$ cat src/rtl/alu_arbiter_if.sv
// Requester and response channels of alu_arbiter, grouped as one bus.
// The master side is the requesters/consumer, the slave side is the arbiter.
interface alu_arbiter_if #(parameter int NREQ = 2);
   logic [NREQ-1:0]        req_valid;
   logic [NREQ-1:0]        req_ready;
   logic [NREQ-1:0][5:0]   req_op;
   logic [NREQ-1:0][31:0]  req_src1;
   logic [NREQ-1:0][31:0]  req_src2;
   logic [NREQ-1:0][31:0]  req_imm;
   logic [NREQ-1:0][3:0]   req_shamt;
   logic                   rsp_valid;
   logic                   rsp_ready;
   logic                   rsp_id;
   logic [31:0]            rsp_data;

   modport master (
      output req_valid, req_op, req_src1, req_src2, req_imm, req_shamt, rsp_ready,
      input  req_ready, rsp_valid, rsp_id, rsp_data
   );

   modport slave (
      input  req_valid, req_op, req_src1, req_src2, req_imm, req_shamt, rsp_ready,
      output req_ready, rsp_valid, rsp_id, rsp_data
   );
endinterface

$ cat src/rtl/alu_arbiter.sv
// Two-port arbiter in front of a shared combinational ALU (IDLE -> EXEC -> RESP).
// Define ALU_ARB_FIXED_PRIO_EN for fixed port-0 priority; default is round-robin.
module alu_arbiter #(
   parameter int NREQ = 2
) (
   input  logic               clk,
   input  logic               rst,
   alu_arbiter_if.slave       bus,
   output logic [5:0]         alu_cntrl,
   output logic [31:0]        alu_src1,
   output logic [31:0]        alu_src2,
   output logic [31:0]        alu_imm,
   output logic [3:0]         alu_shamt,
   input  logic [31:0]        alu_result,
   output logic               busy
);

   typedef enum logic [1:0] {IDLE, EXEC, RESP} state_t;

   state_t            state_q, state_d;
   logic              gnt;
   logic              any_valid;
   logic              handshake;
   logic [NREQ-1:0]   ready_d;
   logic [5:0]        op_q;
   logic [31:0]       src1_q, src2_q, imm_q;
   logic [3:0]        shamt_q;
   logic              id_q;
   logic [31:0]       rsp_data_q;
`ifndef ALU_ARB_FIXED_PRIO_EN
   logic              last_gnt_q;
`endif

   // Grant selection; on contention either port 0 always wins or the port not served last wins.
   always_comb begin
      gnt       = 1'b0;
      any_valid = |bus.req_valid;
      case (bus.req_valid)
         2'b01:   gnt = 1'b0;
         2'b10:   gnt = 1'b1;
`ifdef ALU_ARB_FIXED_PRIO_EN
         2'b11:   gnt = 1'b0;
`else
         2'b11:   gnt = ~last_gnt_q;
`endif
         default: gnt = 1'b0;
      endcase
   end

   // Accept only from IDLE, and never in a reset cycle.
   always_comb begin
      handshake = (state_q == IDLE) && !rst && any_valid;
      ready_d   = '0;
      if (handshake) ready_d[gnt] = 1'b1;
   end

   always_comb begin
      state_d = state_q;
      case (state_q)
         IDLE:    if (handshake) state_d = EXEC;
         EXEC:    state_d = RESP;
         RESP:    if (bus.rsp_ready) state_d = IDLE;
         default: state_d = IDLE;
      endcase
   end

   always_ff @(posedge clk) begin
      if (rst) begin
         state_q    <= IDLE;
         op_q       <= '0;
         src1_q     <= '0;
         src2_q     <= '0;
         imm_q      <= '0;
         shamt_q    <= '0;
         id_q       <= 1'b0;
         rsp_data_q <= '0;
`ifndef ALU_ARB_FIXED_PRIO_EN
         last_gnt_q <= 1'b1;
`endif
      end else begin
         state_q <= state_d;
         if (handshake) begin
            op_q       <= bus.req_op[gnt];
            src1_q     <= bus.req_src1[gnt];
            src2_q     <= bus.req_src2[gnt];
            imm_q      <= bus.req_imm[gnt];
            shamt_q    <= bus.req_shamt[gnt];
            id_q       <= gnt;
`ifndef ALU_ARB_FIXED_PRIO_EN
            last_gnt_q <= gnt;
`endif
         end
         if (state_q == EXEC) rsp_data_q <= alu_result;
      end
   end

   assign bus.req_ready = ready_d;
   assign bus.rsp_valid = (state_q == RESP);
   assign bus.rsp_id    = id_q;
   assign bus.rsp_data  = rsp_data_q;
   assign busy          = (state_q != IDLE);

   assign alu_cntrl = op_q;
   assign alu_src1  = src1_q;
   assign alu_src2  = src2_q;
   assign alu_imm   = imm_q;
   assign alu_shamt = shamt_q;

endmodule

$ cat src/flat_wrapper.sv
// flat-port wrapper written by rule: the top's interface ports become plain ports
module alu_arbiter_flat 
#(
   parameter int NREQ = 2
)
  (clk, rst, alu_cntrl, alu_src1, alu_src2, alu_imm, alu_shamt, alu_result, busy, bus_req_valid, bus_req_op, bus_req_src1, bus_req_src2, bus_req_imm, bus_req_shamt, bus_rsp_ready, bus_req_ready, bus_rsp_valid, bus_rsp_id, bus_rsp_data);
  alu_arbiter_if #(.NREQ(NREQ)) bus_i ();
  input  logic clk;
  input  logic rst;
  output logic [5:0] alu_cntrl;
  output logic [31:0] alu_src1;
  output logic [31:0] alu_src2;
  output logic [31:0] alu_imm;
  output logic [3:0] alu_shamt;
  input  logic [31:0] alu_result;
  output logic busy;
  input wire logic [$bits(bus_i.req_valid)-1:0] bus_req_valid;
  input wire logic [$bits(bus_i.req_op)-1:0] bus_req_op;
  input wire logic [$bits(bus_i.req_src1)-1:0] bus_req_src1;
  input wire logic [$bits(bus_i.req_src2)-1:0] bus_req_src2;
  input wire logic [$bits(bus_i.req_imm)-1:0] bus_req_imm;
  input wire logic [$bits(bus_i.req_shamt)-1:0] bus_req_shamt;
  input wire logic [$bits(bus_i.rsp_ready)-1:0] bus_rsp_ready;
  output wire logic [$bits(bus_i.req_ready)-1:0] bus_req_ready;
  output wire logic [$bits(bus_i.rsp_valid)-1:0] bus_rsp_valid;
  output wire logic [$bits(bus_i.rsp_id)-1:0] bus_rsp_id;
  output wire logic [$bits(bus_i.rsp_data)-1:0] bus_rsp_data;
  assign bus_i.req_valid = bus_req_valid;
  assign bus_i.req_op = bus_req_op;
  assign bus_i.req_src1 = bus_req_src1;
  assign bus_i.req_src2 = bus_req_src2;
  assign bus_i.req_imm = bus_req_imm;
  assign bus_i.req_shamt = bus_req_shamt;
  assign bus_i.rsp_ready = bus_rsp_ready;
  assign bus_req_ready = bus_i.req_ready;
  assign bus_rsp_valid = bus_i.rsp_valid;
  assign bus_rsp_id = bus_i.rsp_id;
  assign bus_rsp_data = bus_i.rsp_data;
  alu_arbiter #(.NREQ(NREQ)) u_core (.clk(clk), .rst(rst), .bus(bus_i), .alu_cntrl(alu_cntrl), .alu_src1(alu_src1), .alu_src2(alu_src2), .alu_imm(alu_imm), .alu_shamt(alu_shamt), .alu_result(alu_result), .busy(busy));
endmodule
$ cat config.mk
export PLATFORM = sky130hd
export DESIGN_NAME = alu_arbiter_flat
export DESIGN_NICKNAME = d
export VERILOG_FILES = /design/src/rtl/alu_arbiter_if.sv /design/src/rtl/alu_arbiter.sv /design/src/flat_wrapper.sv
export SDC_FILE = /design/constraint.sdc
export NUM_CORES = 1
export LEC_CHECK = 0
export CORE_AREA = 2 2 154 156
export CTS_CLUSTER_SIZE = 14
export DETAILED_ROUTE_END_ITERATION = 12
export DIE_AREA = 0 0 156 158
export PLACE_DENSITY_LB_ADDON = 0.08
export SYNTH_ARGS = -nofsm -noshare
export SYNTH_HDL_FRONTEND = slang
export SYNTH_SLANG_ARGS = --single-unit
$ cat constraint.sdc
create_clock -name clk -period 4 [get_ports clk]
set_input_delay 0.4 -clock clk [delete_from_list [all_inputs] [get_ports clk]]
set_output_delay 0.4 -clock clk [all_outputs]
set_load 0.02 [all_outputs]
==> results.cfg, run 1 <==
[run_status]
status = complete, no violations

[finish]
nFillCells = 2268
final_layout_size_suffix_gt1_frac = 0.0755
syn_to_final_growth_pct = 79.6
nNetsFinal = 1243
postLayoutCoreUtil = 0.455

[floorplanning]
die_h_um = 158
start_util = 0.253
die-area_um2 = 24600
io_pins = 392
rows = 56
die_w_um = 156
core_area_um2 = 23100

[timing]
finalClockSkew_ps = 12.5
slew_viol_final = 0
hold_violations = 0
worst_slew_pin_slew_ps = 981
rsz0062_at_grt = no
fin_crit_sh = 0.652
fin_setup_tns_ps = 0
fmax_mhz = 384
relSlewSlack = 0.346
setup_viol = 0
period_needed_ps = 2610

[grt]
grt_pass1_wl_um = 36000
grt_max_degree = 108
antenna_found_initial = 2
grt_usage = 0.190
grt_pass1_vias = 6021
grt_overflow = 0

[cts]
htree_num_levels = 4
holdBufCountCts = 0
cts_resized = 0
cts_max_path_buffers = 2
cts_tree = yes
cts_sinks = 142
cts-root-buf = clkbuf_16
clk_pin_slew_ps = 60
insertion_delay_ps = 420
cts_setup_buffers = 0
numCtsBuffers = 17

[synth]
synth-edff-count = 0
syn-num-nets = 895
synth.area.top_cells = dfxtp_1 49%, a221o_1 18%, nand2_1 11%
synth_flop_cell = dfxtp_1
synth_area_per_cell_um2 = 9.04
synth_common_cells = 172 x nand2_1, 142 x dfxtp_1, 107 x a221o_1, 78 x nor3_1, 41 x clkbuf_1
yosysTopAreaCell = dfxtp_1
synth-seq-area-share = 0.487
yosys.cell_count.top_type = nand2_1
synth_top_area_share = 0.487
ys_types = 22
synth-async-reset-ratio = 0
netlist_area_um2 = 5840
yosysWarnings = 0
syn_inst = 646
synth_seq_cells = 142

[critical_path]
start_kind = input pin
cp.arrival_ps = 2210
path_class = in2out
required_ps = 3600
cp-end-kind = output pin
path_max_fanout = 8

[drt]
via_per_inst = 4.84
vias = 6287
drt-pass1-iter-count = 4
ant_nets = 0
drtIter0Drc = 328
drc_errors = 0
post_drt_wl_per_cell_um = 18.9
route.final.wire_length_um = 24500

[place]
port_buffers = 391
gp_congestion = 0.757
hpwl_um = 16000

[power]
leakage_nw = 3.89
powerDensity_nw_per_um2 = 413
ir_drop_v = 0.000197

[job]
maxCapViolations = 0

[min_path]
hp-class = reg2reg
## layer usage
metal / routed length, um / vias to the layer above / global-route usage
li1: - / 3076 / -
met1: 10400 / 2928 / 0.229
met2: 11500 / 257 / 0.311
met3: 2170 / 26 / 0.0739
met4: 468 / 0 / 0.0625
met5: 0 / - / 0
## final cells by class
type	count	area, um^2	area share
Timing Repair Buffer	400	4020	0.383
Clock buffer	19	453	0.0432
Multi-Input combinational cell	432	2670	0.255
Antenna cell	2	5.00	0.000477
Inverter	1	3.75	0.000358
Tap cell	290	363	0.0346
Sequential cell	142	2840	0.271
Clock inverter	13	130	0.0124
## through the flow
stage               hold slack [ps]  std cells  setup slack (ps)  power [mW]  instance area [um^2]
CTS                             452       1297              1350        4.40                 10500
floorplan                       477        646              1830        2.16                  5840
global placement                435       1265              1330        2.79                  9900
finish                          447       1299              1390        4.34                 10500
global route                    464       1299              1310        4.54                 10500
detailed placement              438       1265              1360        2.79                  9900
## cell usage in the layout, fill, tap and decap left out, types with 2 or more instances in the layout
master	instances
clkdlybuf4s50_1	390
clkbuf_16	17
clkinv_4	4
nand2b_1	2
nand2_1	172
nor3_2	29
a221o_1	107
nor3_1	78
a21oi_1	33
diode_2	2
dfxtp_1	142
inv_6	3
buf_4	7
clkbuf_8	2
clkinvlp_4	3
buf_12	3
## worst paths after layout
check,startpoint,endpoint,slack [ps],depth (start not counted)
setup / recovery,rst,bus_req_ready[0],1390,4
hold / removal,u_core.bus.rsp_id,u_core.bus.rsp_id,450,1
setup reg to reg,u_core.state_q[1],u_core.alu_src1[8],2140,4
hold reg to reg,u_core.bus.rsp_id,u_core.bus.rsp_id,450,1
## registers in the layout (all words and copies together), names as in the netlist
signal / cells
u_core.bus.rsp_data: 32
u_core.alu_src2: 32
u_core.alu_src1: 32
u_core.alu_cntrl: 6
u_core.bus.rsp_id: 1
u_core.alu_shamt: 4
u_core.state_q: 2
u_core.alu_imm: 32
u_core.last_gnt_q: 1
## cells by family after synthesis
family                 Yosys count  synth area share
and+or+nand+nor                290             0.239
DFF                            142             0.487
buffers and inverters           72            0.0598
AOI/OAI and AO/OA              142             0.215
## power breakdown
part           internal (mW)  switching [mW]
Combinational          0.587           0.530
Sequential              1.56          0.0785
Clock                  0.903           0.680
## critical path, stage by stage
cell             delay (ps)
clkdlybuf4s50_1         560
or3_4                   410
nor3b_1                 180
clkdlybuf4s50_1         650
(Power assumes the default switching activity.)
==> inputs of run 2 (changes only) <==
- CORE_AREA: 2 2 154 156 -> 2 2 151 153
- DIE_AREA: 0 0 156 158 -> 0 0 153 155
- clock period: 4 -> 2.54 ns (I/O delays scaled with it)
==> run 2 against run 1 <==
Clock skew grew 3.0 ps. Sequential share of layout area shrank 0.055 points. Via count shrank 0.17%. Worst hold slack lost 180 ps. Combinational power grew 58%. Total power grew 57%. Core utilization grew 1.8 points. Largest cell class unchanged.
==> results.cfg, run 2 (synthesized netlist as in run 1, its figures left out) <==
[cts]
insertion_delay_ps = 420
cts_tree = yes
clk_pin_slew_ps = 50
cts_max_path_buffers = 2
cts_resized = 0
numCtsBuffers = 17
cts_setup_buffers = 0
cts-root-buf = clkbuf_16
htree_num_levels = 4
holdBufCountCts = 0
cts_sinks = 142

[timing]
fin_crit_sh = 0.901
rsz0062_at_grt = no
worst_slew_pin_slew_ps = 853
period_needed_ps = 2290
fin_setup_tns_ps = 0
hold_violations = 0
finalClockSkew_ps = 15.5
relSlewSlack = 0.431
slew_viol_final = 0
setup_viol = 0
fmax_mhz = 437

[finish]
nFillCells = 2190
nNetsFinal = 1248
syn_to_final_growth_pct = 80.0
final_common_cell = clkdlybuf4s50_1
postLayoutCoreUtil = 0.473
final_cell_mix = 390 x clkdlybuf4s50_1, 172 x nand2_1, 142 x dfxtp_1
final_layout_size_suffix_gt1_frac = 0.0791

[critical_path]
cp.arrival_ps = 2030
critical_path.cell_chain = or3_4 -> nor3b_1 -> clkdlybuf4s50_1
cp-end-kind = output pin
path_max_fanout = 6
critical_path.slowest_cell = clkdlybuf4s50_1
required_ps = 2290
critPathMaxStageDelay_ps = 650
cp_num_buf_inv = 1
path_class = reg2out
start_kind = flip-flop
crit_family = buffers and inverters

[drt]
vias = 6276
post_drt_wl_per_cell_um = 18.6
via_per_inst = 4.83
route.final.wire_length_um = 24200
ant_nets = 0
drc_errors = 0
drtIter0Drc = 387
drt-pass1-iter-count = 4

[job]
maxCapViolations = 0

[power]
powerDensity_nw_per_um2 = 648
ir_drop_v = 0.000369
leakage_nw = 3.91

[grt]
grt_pass1_wl_um = 37100
grt_usage = 0.198
grt_overflow = 0
grt_pass1_vias = 6424
grt_max_degree = 108
antenna_found_initial = 3

[floorplanning]
start_util = 0.263
io_pins = 392
core_area_um2 = 22200
rows = 55
die-area_um2 = 23700
die_w_um = 153
die_h_um = 155

[run_status]
status = complete, no violations

[min_path]
hp-class = in2reg

[place]
port_buffers = 391
hpwl_um = 16100
gp_congestion = 0.768
==> run 2: cell types whose count changed in the layout (fill, tap and decap cells not counted), sizes merged <==
| cell | delta |
|---|---|
| clkinv | -2 |
| clkinvlp | -1 |
| buf | +5 |
| diode | +1 |
| inv | +3 |
==> run 2: per-stage QoR <==
step,std cells,total power [mW],hold WS (ps),instance area (um^2),worst slack [ps]
CTS,1297,6.92,247,10500,208
detailed placement,1265,4.40,440,9930,271
finish,1300,6.81,268,10500,251
floorplan,646,3.40,387,5840,653
global placement,1265,4.41,434,9930,267
global route,1300,7.13,263,10500,127
==> run 2: per-layer routing <==
layer | global-route usage | part of all wire | wire [um] | up-vias
li1 | - | - | - | 3074
met1 | 0.234 | 0.42 | 10000 | 2924
met2 | 0.338 | 0.49 | 11800 | 251
met3 | 0.0649 | 0.077 | 1860 | 27
met4 | 0.0723 | 0.022 | 543 | 0
met5 | 0 | 0 | 0 | -
==> run 2: report_power, final <==
part / internal, mW / switching, mW / total [mW]
logic: 0.935 / 0.833 / 1.77
clock network: 1.40 / 1.07 / 2.47
registers: 2.45 / 0.125 / 2.58
==> run 2: tightest hold or removal path, cell delays in order <==
cell and delay, ps:
buf_4 90, or2_1 150, and2_1 140
==> run 2: final timing paths <==
path	start	endpoint	slack, ps	depth (start not counted)
max	u_core.state_q[1]	bus_req_ready[0]	250	3
min	bus_req_valid[0]	u_core.state_q[0]	270	3
max reg2reg	u_core.state_q[1]	u_core.alu_src2[14]	750	4
min reg2reg	u_core.bus.rsp_id	u_core.bus.rsp_id	450	1
==> run 2: layout make-up <==
class,instances,area (um^2),area share
Antenna cell,3,7.51,0.000714
Clock inverter,13,128,0.0121
Sequential cell,142,2840,0.271
Inverter,1,3.75,0.000357
Clock buffer,19,443,0.0421
Timing Repair Buffer,405,4050,0.386
Multi-Input combinational cell,432,2670,0.254
Tap cell,285,357,0.0339
